==> src/rtl/mem_pkg.sv <==
// Shared constants and types for the external-memory burst read path.
package mem_pkg;

    localparam int unsigned ADDR_W = 24;
    localparam int unsigned DATA_W = 32;
    localparam int unsigned LEN_W  = 16;

    localparam logic [ADDR_W-1:0] MODEL_BASE = 24'h000000;
    localparam logic [ADDR_W-1:0] INPUT_BASE = 24'h400000;

    typedef enum logic [1:0] {
        IDLE  = 2'd0,
        ISSUE = 2'd1,
        DRAIN = 2'd2
    } rd_state_t;

    // Word as held in the output buffer: data plus end-of-burst tag.
    typedef struct packed {
        logic              last;
        logic [DATA_W-1:0] data;
    } rd_word_t;

endpackage

==> src/rtl/sync_fifo.sv <==
// Single-clock FIFO with occupancy count; DEPTH must be a power of two.
module sync_fifo #(
    parameter int unsigned WIDTH = 8,
    parameter int unsigned DEPTH = 4,
    localparam int unsigned PTR_W = $clog2(DEPTH),
    localparam int unsigned CNT_W = $clog2(DEPTH) + 1
) (
    input  logic             clk,
    input  logic             rst,
    input  logic             push,
    input  logic [WIDTH-1:0] push_data,
    input  logic             pop,
    output logic [WIDTH-1:0] pop_data,
    output logic [CNT_W-1:0] count,
    output logic             empty
);

    logic [WIDTH-1:0] mem_q [DEPTH];
    logic [WIDTH-1:0] mem_d [DEPTH];
    logic [PTR_W-1:0] wr_ptr_q, wr_ptr_d;
    logic [PTR_W-1:0] rd_ptr_q, rd_ptr_d;
    logic [CNT_W-1:0] count_q, count_d;
    logic             full;
    logic             do_pop;

    assign empty    = (count_q == '0);
    assign full     = (count_q == CNT_W'(DEPTH));
    assign count    = count_q;
    assign pop_data = mem_q[rd_ptr_q];
    assign do_pop   = pop && !empty;

    // Next-state for storage, pointers and occupancy
    always_comb begin
        for (int i = 0; i < int'(DEPTH); i++) begin
            mem_d[i] = mem_q[i];
        end
        wr_ptr_d = wr_ptr_q;
        rd_ptr_d = rd_ptr_q;
        count_d  = count_q;
        if (push) begin
            mem_d[wr_ptr_q] = push_data;
            wr_ptr_d        = wr_ptr_q + PTR_W'(1);
        end
        if (do_pop) begin
            rd_ptr_d = rd_ptr_q + PTR_W'(1);
        end
        case ({push, do_pop})
            2'b10:   count_d = count_q + CNT_W'(1);
            2'b01:   count_d = count_q - CNT_W'(1);
            default: count_d = count_q;
        endcase
    end

    // State registers; storage cleared so the head reads zero after reset
    always_ff @(posedge clk or posedge rst) begin
        if (rst) begin
            for (int i = 0; i < int'(DEPTH); i++) begin
                mem_q[i] <= '0;
            end
            wr_ptr_q <= '0;
            rd_ptr_q <= '0;
            count_q  <= '0;
        end else begin
            for (int i = 0; i < int'(DEPTH); i++) begin
                mem_q[i] <= mem_d[i];
            end
            wr_ptr_q <= wr_ptr_d;
            rd_ptr_q <= rd_ptr_d;
            count_q  <= count_d;
        end
    end

    // Upstream credit accounting must never push into a full buffer
    always_ff @(posedge clk) begin
        if (!rst) begin
            assert (!(push && full))
                else $error("sync_fifo: push into full buffer");
        end
    end

endmodule

==> src/rtl/ext_mem_burst_reader.sv <==
// Burst read engine: turns (addr, len) commands into single-word memory
// reads and streams the returned words out with a last flag.
module ext_mem_burst_reader
    import mem_pkg::*;
#(
    parameter int unsigned FIFO_DEPTH = 4
) (
    input  logic              clk,
    input  logic              rst,
    input  logic              cmd_valid,
    output logic              cmd_ready,
    input  logic [ADDR_W-1:0] cmd_addr,
    input  logic [LEN_W-1:0]  cmd_len,
    output logic              mem_re,
    output logic [ADDR_W-1:0] mem_rd_addr,
    input  logic [DATA_W-1:0] mem_rd_data,
    output logic              out_valid,
    input  logic              out_ready,
    output logic [DATA_W-1:0] out_data,
    output logic              out_last,
    output logic              busy,
    output logic              done
);

    localparam int unsigned CNT_W = $clog2(FIFO_DEPTH) + 1;
    localparam int unsigned SUM_W = CNT_W + 1;

    rd_state_t         state_q, state_d;
    logic [ADDR_W-1:0] addr_q, addr_d;
    logic [LEN_W-1:0]  rem_q, rem_d;
    logic              pend_q, pend_d;
    logic              pend_last_q, pend_last_d;
    logic              done_q, done_d;

    logic [CNT_W-1:0]  fifo_count;
    logic              fifo_empty;
    logic              fifo_pop;
    rd_word_t          push_word;
    rd_word_t          head_word;
    logic [SUM_W-1:0]  credit_used;
    logic              credit_ok;
    logic              issue;

    // Words already buffered plus the one in flight must leave a free slot
    assign credit_used = SUM_W'(fifo_count) + SUM_W'(pend_q);
    assign credit_ok   = (credit_used < SUM_W'(FIFO_DEPTH));
    assign issue       = (state_q == ISSUE) && (rem_q != '0) && credit_ok;

    // Memory answers one cycle after the strobe; capture it with its tag
    assign push_word.last = pend_last_q;
    assign push_word.data = mem_rd_data;
    assign fifo_pop       = !fifo_empty && out_ready;

    sync_fifo #(
        .WIDTH ($bits(rd_word_t)),
        .DEPTH (FIFO_DEPTH)
    ) u_fifo (
        .clk       (clk),
        .rst       (rst),
        .push      (pend_q),
        .push_data (push_word),
        .pop       (fifo_pop),
        .pop_data  (head_word),
        .count     (fifo_count),
        .empty     (fifo_empty)
    );

    // Next-state and command/issue bookkeeping
    always_comb begin
        state_d     = state_q;
        addr_d      = addr_q;
        rem_d       = rem_q;
        pend_d      = issue;
        pend_last_d = issue && (rem_q == LEN_W'(1));
        done_d      = 1'b0;
        case (state_q)
            IDLE: begin
                if (cmd_valid) begin
                    if (cmd_len != '0) begin
                        addr_d  = cmd_addr;
                        rem_d   = cmd_len;
                        state_d = ISSUE;
                    end else begin
                        done_d = 1'b1;
                    end
                end
            end
            ISSUE: begin
                if (issue) begin
                    addr_d = addr_q + ADDR_W'(1);
                    rem_d  = rem_q - LEN_W'(1);
                    if (rem_q == LEN_W'(1)) begin
                        state_d = DRAIN;
                    end
                end
            end
            DRAIN: begin
                // The tagged word is the final push, so its pop empties the path
                if (fifo_pop && head_word.last) begin
                    state_d = IDLE;
                    done_d  = 1'b1;
                end
            end
            default: state_d = IDLE;
        endcase
    end

    // State registers; reset also drops any response still in flight
    always_ff @(posedge clk or posedge rst) begin
        if (rst) begin
            state_q     <= IDLE;
            addr_q      <= '0;
            rem_q       <= '0;
            pend_q      <= 1'b0;
            pend_last_q <= 1'b0;
            done_q      <= 1'b0;
        end else begin
            state_q     <= state_d;
            addr_q      <= addr_d;
            rem_q       <= rem_d;
            pend_q      <= pend_d;
            pend_last_q <= pend_last_d;
            done_q      <= done_d;
        end
    end

    assign cmd_ready   = (state_q == IDLE);
    assign busy        = (state_q != IDLE);
    assign mem_re      = issue;
    assign mem_rd_addr = addr_q;
    assign out_valid   = !fifo_empty;
    assign out_data    = head_word.data;
    assign out_last    = !fifo_empty && head_word.last;
    assign done        = done_q;

endmodule

==> config.mk <==
export PLATFORM = sky130hd
export DESIGN_NAME = ext_mem_burst_reader
export DESIGN_NICKNAME = d
export VERILOG_FILES = /design/src/rtl/mem_pkg.sv /design/src/rtl/sync_fifo.sv /design/src/rtl/ext_mem_burst_reader.sv
export SDC_FILE = /design/constraint.sdc
export NUM_CORES = 1
export LEC_CHECK = 0
export ABC_AREA = 1
export BUFFER_PORTS_ARGS = -buffer_cell sky130_fd_sc_hd__clkbuf_2
export CAP_MARGIN = 20
export CORE_MARGIN = 2
export CORE_UTILIZATION = 58
export DETAILED_ROUTE_END_ITERATION = 8
export PLACE_DENSITY = 0.78
export SKIP_CTS_REPAIR_TIMING = 1
export SYNTH_ARGS = -nofsm -noshare
export SYNTH_HDL_FRONTEND = slang
export SYNTH_SLANG_ARGS = --single-unit
==> constraint.sdc <==
create_clock -name clk -period 9.9 [get_ports clk]
set_clock_uncertainty 0.15 [all_clocks]
set_input_delay 2.475 -clock clk [delete_from_list [all_inputs] [get_ports clk]]
set_output_delay 2.475 -clock clk [all_outputs]
set_load 0.005 [all_outputs]
# Yosys cells after proc, flatten, opt, wreduce, memory -nomap -nowiden
# Cells that the tools add are included.
# totals
inputBits,76
elab_cells,79
regBits,184
# classes
n_bitwise,2
eq_ne,10
magnitude_cmp,4
n_addsub,7
mux,25
reduce_logical,18
# op_table
cell,count
$bwmux 132,1
$mux 33,3
$mux 24,3
$bmux 33 s2,1
$demux 33 s2,1
$mux 16,3
$pmux 24 s2,1
$pmux 16 s2,1
$reduce_bool 16->1,2
$add 24x1->24 const B,1
$eq 16x1->1 const B,1
$sub 16x1->16 const B,1
$mux 2,5
$logic_and 1x1->1,8
$ge 3x3->1 const B,2
$ne 2x2->1 const B,3
$not 2->3,2
$pmux 2 s3,1
$pmux 3 s2,1
$reduce_bool 2->1,3
$reduce_and 5->1,1
$add 2x1->2 const B,2
$add 3x1->4,1
$eq 2x1->1 const B,2
other kinds (12),16

# Logic depth before layout (Yosys ltp)
# depth
depth_word,7
depth_mapped,12

# By module
# Synthesis repeated with hierarchy kept, for this count alone.
# hier_totals
cells_unflattened,1313
area_unflattened_um2,10033.4
# modules_own_cells
mod,seq_area_each_um2,cells_per_inst,area_each_um2,n_inst
sync_fifo,3478.3,764,6530.0,1
ext_mem_burst_reader,1126.1,549,3503.4,1

# Least setup slack after synthesis
# No wires, ideal clock.
# synth_path
kind,reg-to-output
from,reg u_fifo.rd_ptr_q[0]
to,out out_data[10]
path_buffers,2
stages_incl_launch_ff,6
path_slack_ps,6014
arrival_time_ps,1261
t_required_ps,7275
path_cell_list,dfrtp_1 -> inv_1 -> clkbuf_1 -> clkbuf_1 -> nor2_1 -> o22ai_1
# synth_between
elab_chain_len,4
# synth_lines
item,line,source
"start, declared",sync_fifo.sv:21,"logic [PTR_W-1:0] rd_ptr_q, rd_ptr_d;"
"start signal, assigned",sync_fifo.sv:68,rd_ptr_q <= rd_ptr_d;
$not 2->3 (not written as such),sync_fifo.sv:29,assign pop_data = mem_q[rd_ptr_q];
$bmux 33 s2,sync_fifo.sv:29,
$mux 33 (not written as such) (2 in a row),sync_fifo.sv:29,
"end, declared",ext_mem_burst_reader.sv:19,"output logic [DATA_W-1:0] out_data,"
# Every way passes these cells. The select of a mux whose other input is x is not followed.

# Final worst setup path
# layout_path
from,reg u_fifo.rd_ptr_q[0]
to,out out_last
# layout_between
elab_chain_len,5
# layout_lines
item,line,source
$not 2->3 (not written as such),sync_fifo.sv:29,
$bmux 33 s2,sync_fifo.sv:29,
$mux 33 (not written as such) (2 in a row),sync_fifo.sv:29,
$logic_and 1x1->1,ext_mem_burst_reader.sv:133,assign out_last = !fifo_empty && head_word.last;
"end, declared",ext_mem_burst_reader.sv:20,"output logic out_last,"
# Every way passes these cells. The select of a mux whose other input is x is not followed.

==> impl_metrics.csv <==
group,metric,value,unit
layout,antennaDiodeCount,0,
synth,synth_top_family_by_area,"simple AND/OR/NAND/NOR gates",
grt,grt_max_degree,109,
sta,fin_setup_tns,0,ns
sta,layout_min_cycle_time,5.385,ns
die,fp.dieArea,17040,um2
route,drt_iter0_markers,551,
sta,tightestPinTransition,1.106,ns
setup_path,path_class,"flop to output pin",
clock_tree,cts_tree,"yes",
layout,layout.cells.non_filler,1551,
setup_path,cpMostUsedCell,"nand2_1",
setup_path,worstPathMaxFanout,67,
grt,grt_use_total,25.87,%
sta,finalCritPeriodShare,54.39,%
synth,yosys_warnings,0,
synth,syn_area,9289,um2
die,num_rows,46,
synth,syn_inst,1221,
clock_tree,cts_root_buf,"clkbuf_16",
die,dieHeight,130.6,um
placed_design,gp_congestion,0.8309,
route,drc_errors,0,
synth,seq_area_frac_synth,49.57,%
clock_tree,path_clk_slew,0.06,ns
min_path,min_path_type,"flop to flop",
synth,synth.area.mux_share,0.2155,%
layout,finalNetCount,1408,
synth,synth-simple-area-share,26.56,%
sta,drv_slew,0,
pwr,p_per_area,344.7,nW/um2
setup_path,cp.required,7.28,ns
layout,final_common_cell,"nand2_1",
pwr,leakagePower,5.404,nW
clock_tree,cts_num_sinks,184,
placed_design,dp.cells,1513,
grt,antenna_found_initial,1,
layout,drive_above_1_share,15.66,%
clock_tree,htree_levels,4,
placed_design,dp_hpwl,13380,um
setup_path,max_stage_delay,0.79,ns
clock_tree,insertion_delay,0.42,ns
setup_path,crit_path_top_delay_cell,"inv_2",
route,final_antenna_net_count,0,
die,core_area,15770,um2
run,max_cap_violations,0,
die,die_w,130.6,um
synth,synth_compound_area_share,15.26,%
synth,synth_cell_types,39,
layout,final_cell_mix,"nand2_1 (363), o21ai_0 (209), dfrtp_1 (183)",
route,routedWlPerCell,13.88,um
die,io_pins,138,
setup_path,crit_path_start_kind,"flop",
sta,setup_violations,0,
layout,areaGrowthSynthToFinish,15.69,%
setup_path,cp_cell_sequence,"buf_12, inv_2, nand2_1, nand3_1, nand2_1, nor2_1, clkbuf_2",
grt,grt_pass1_vias,7722,
setup_path,critPathArrivalTime,2.76,ns
route,vias_per_cell,5.359,
die,initial_utilization,58.90,%
synth,synthXorXnorAreaFrac,0.6600,%
run_status,status,"finished, final reports clean",
route,wl,21530,um
route,num_vias,8312,
setup_path,critPathCaptureType,"output pin",
grt,grt_first_pass_wirelength,35420,um
synth,synth-adder-area-share,1.428,%
synth,syn_nets,1307,
grt,grt_overflow,0,
clock_tree,cts_buffers,17,
sta,clock.fmax,185.7,MHz
sta,relSlewSlack,26.19,%
synth,synth_seq_cells,184,
placed_design,numPortBuffers,137,
pwr,ir_drop,193.2,uV
sta,rsz0062_at_grt,"false",
clock_tree,clockBufferDepth,2,
synth,synth.avg_cell_area,7.608,um2
sta,finalHoldViolations,0,
route,dr.pass1.iters,5,
==> registers in the layout, indices dropped and copies added (netlist names) <==
signal / count
u_fifo.wr_ptr_q: 2
done: 1
u_fifo.mem_q: 132
u_fifo.rd_ptr_q: 2
pend_last_q: 1
pend_q: 1
u_fifo.count: 3
mem_rd_addr: 24
state_q: 2
rem_q: 16
==> worst max-delay path, delay by kind of cell, from the launching register on <==
| kind | cells | cell delay (ns) |
|---|---|---|
| and+or+nand+nor | 4 | 0.55 |
| DFF | 1 | 0.57 |
| buffers and inverters | 3 | 1.21 |
==> area by class of cell <==
class                   count  area [um2]
inverters                  79       304.0
clock inverters            10       142.6
fillers                  1383        5024
multi-input cells         894        4109
repair buffers            146       850.8
clock buffers              22       464.2
flip-flops and latches    184        4606
well taps                 216       270.3
==> logic make-up (layout without fill, tap and decap cells) <==
logic type               Yosys count  after routing
AND/OR/NAND/NOR                  609            609
AO/OA/AOI/OAI                    266            266
flip-flops                       184            184
XOR/XNOR                           7              7
adder cells (fa/ha/maj)           10             10
buffers and inverters            143            257
multiplexers                       2              2
==> synthesized netlist by cell type, drive strengths merged <==
| cell type | n | area [um2] |
|---|---|---|
| clkbuf | 42 | 157.7 |
| ha | 9 | 112.6 |
| nor2 | 163 | 629.4 |
| nand3 | 49 | 245.2 |
| o31ai | 2 | 15.01 |
| or2 | 11 | 68.81 |
| dfrtp | 184 | 4604 |
| o21bai | 3 | 22.52 |
| o21a | 1 | 7.510 |
| fa | 1 | 20.02 |
| o21ai | 222 | 1134 |
| buf | 22 | 128.9 |
| a21oi | 3 | 18.77 |
| o22ai | 33 | 206.5 |
| a21o | 1 | 7.510 |
| a31oi | 1 | 6.260 |
| nor3 | 4 | 25.02 |
| nand2 | 370 | 1415 |
| nand4 | 5 | 31.28 |
| nand3b | 7 | 52.55 |
| xor2 | 5 | 43.79 |
| mux2i | 2 | 20.02 |
| xnor2 | 2 | 17.52 |
| inv | 79 | 299.0 |
==> layer usage <==
layer	share of wire, %	global-route usage (%)	up-vias
li1	-	-	4158
met1	45	34.16	3893
met2	48	43.35	226
met3	5.2	5.293	33
met4	1.6	8.073	2
met5	0.074	0	-
==> through the flow <==
| step | hold slack, ns | power [mW] | setup WS (ns) | util (%) | area (um2) |
|---|---|---|---|---|---|
| final | 0.3302 | 3.704 | 4.515 | 68.15 | 10750 |
| after global routing | 0.3545 | 4.047 | 4.308 | 68.15 | 10750 |
| after CTS | 0.3340 | 3.669 | 4.175 | 67.24 | 10600 |
| after detailed placement | 0.3178 | 2.957 | 4.646 | 63.39 | 9997 |
| after global placement | 0.3108 | 2.900 | 4.718 | 63.39 | 9997 |
| after floorplan | 0.2978 | 2.496 | 2.275 | - | 9289 |
==> power by group <==
| group | switching [mW] | total [mW] | internal [mW] |
|---|---|---|---|
| Sequential | 0.278 | 1.40 | 1.12 |
| Combinational | 0.973 | 1.60 | 0.632 |
| Clock | 0.288 | 0.701 | 0.413 |
| Total | 1.54 | 3.70 | 2.16 |
==> worst paths after layout <==
kind | startpoint | endpoint | slack (ns) | cells after the start
min in group asynchronous | rst | u_fifo.mem_q[3] | 2.09 | 2
min | u_fifo.mem_q[61] | u_fifo.mem_q[61] | 0.33 | 2
max in group asynchronous | rst | u_fifo.rd_ptr_q[0] | 5.93 | 3
min reg2reg | u_fifo.mem_q[61] | u_fifo.mem_q[61] | 0.33 | 2
max reg2reg | u_fifo.rd_ptr_q[0] | done | 7.42 | 6
max | u_fifo.rd_ptr_q[0] | out_last | 4.51 | 7
No activity file was read; power rests on OpenSTA's default activity.
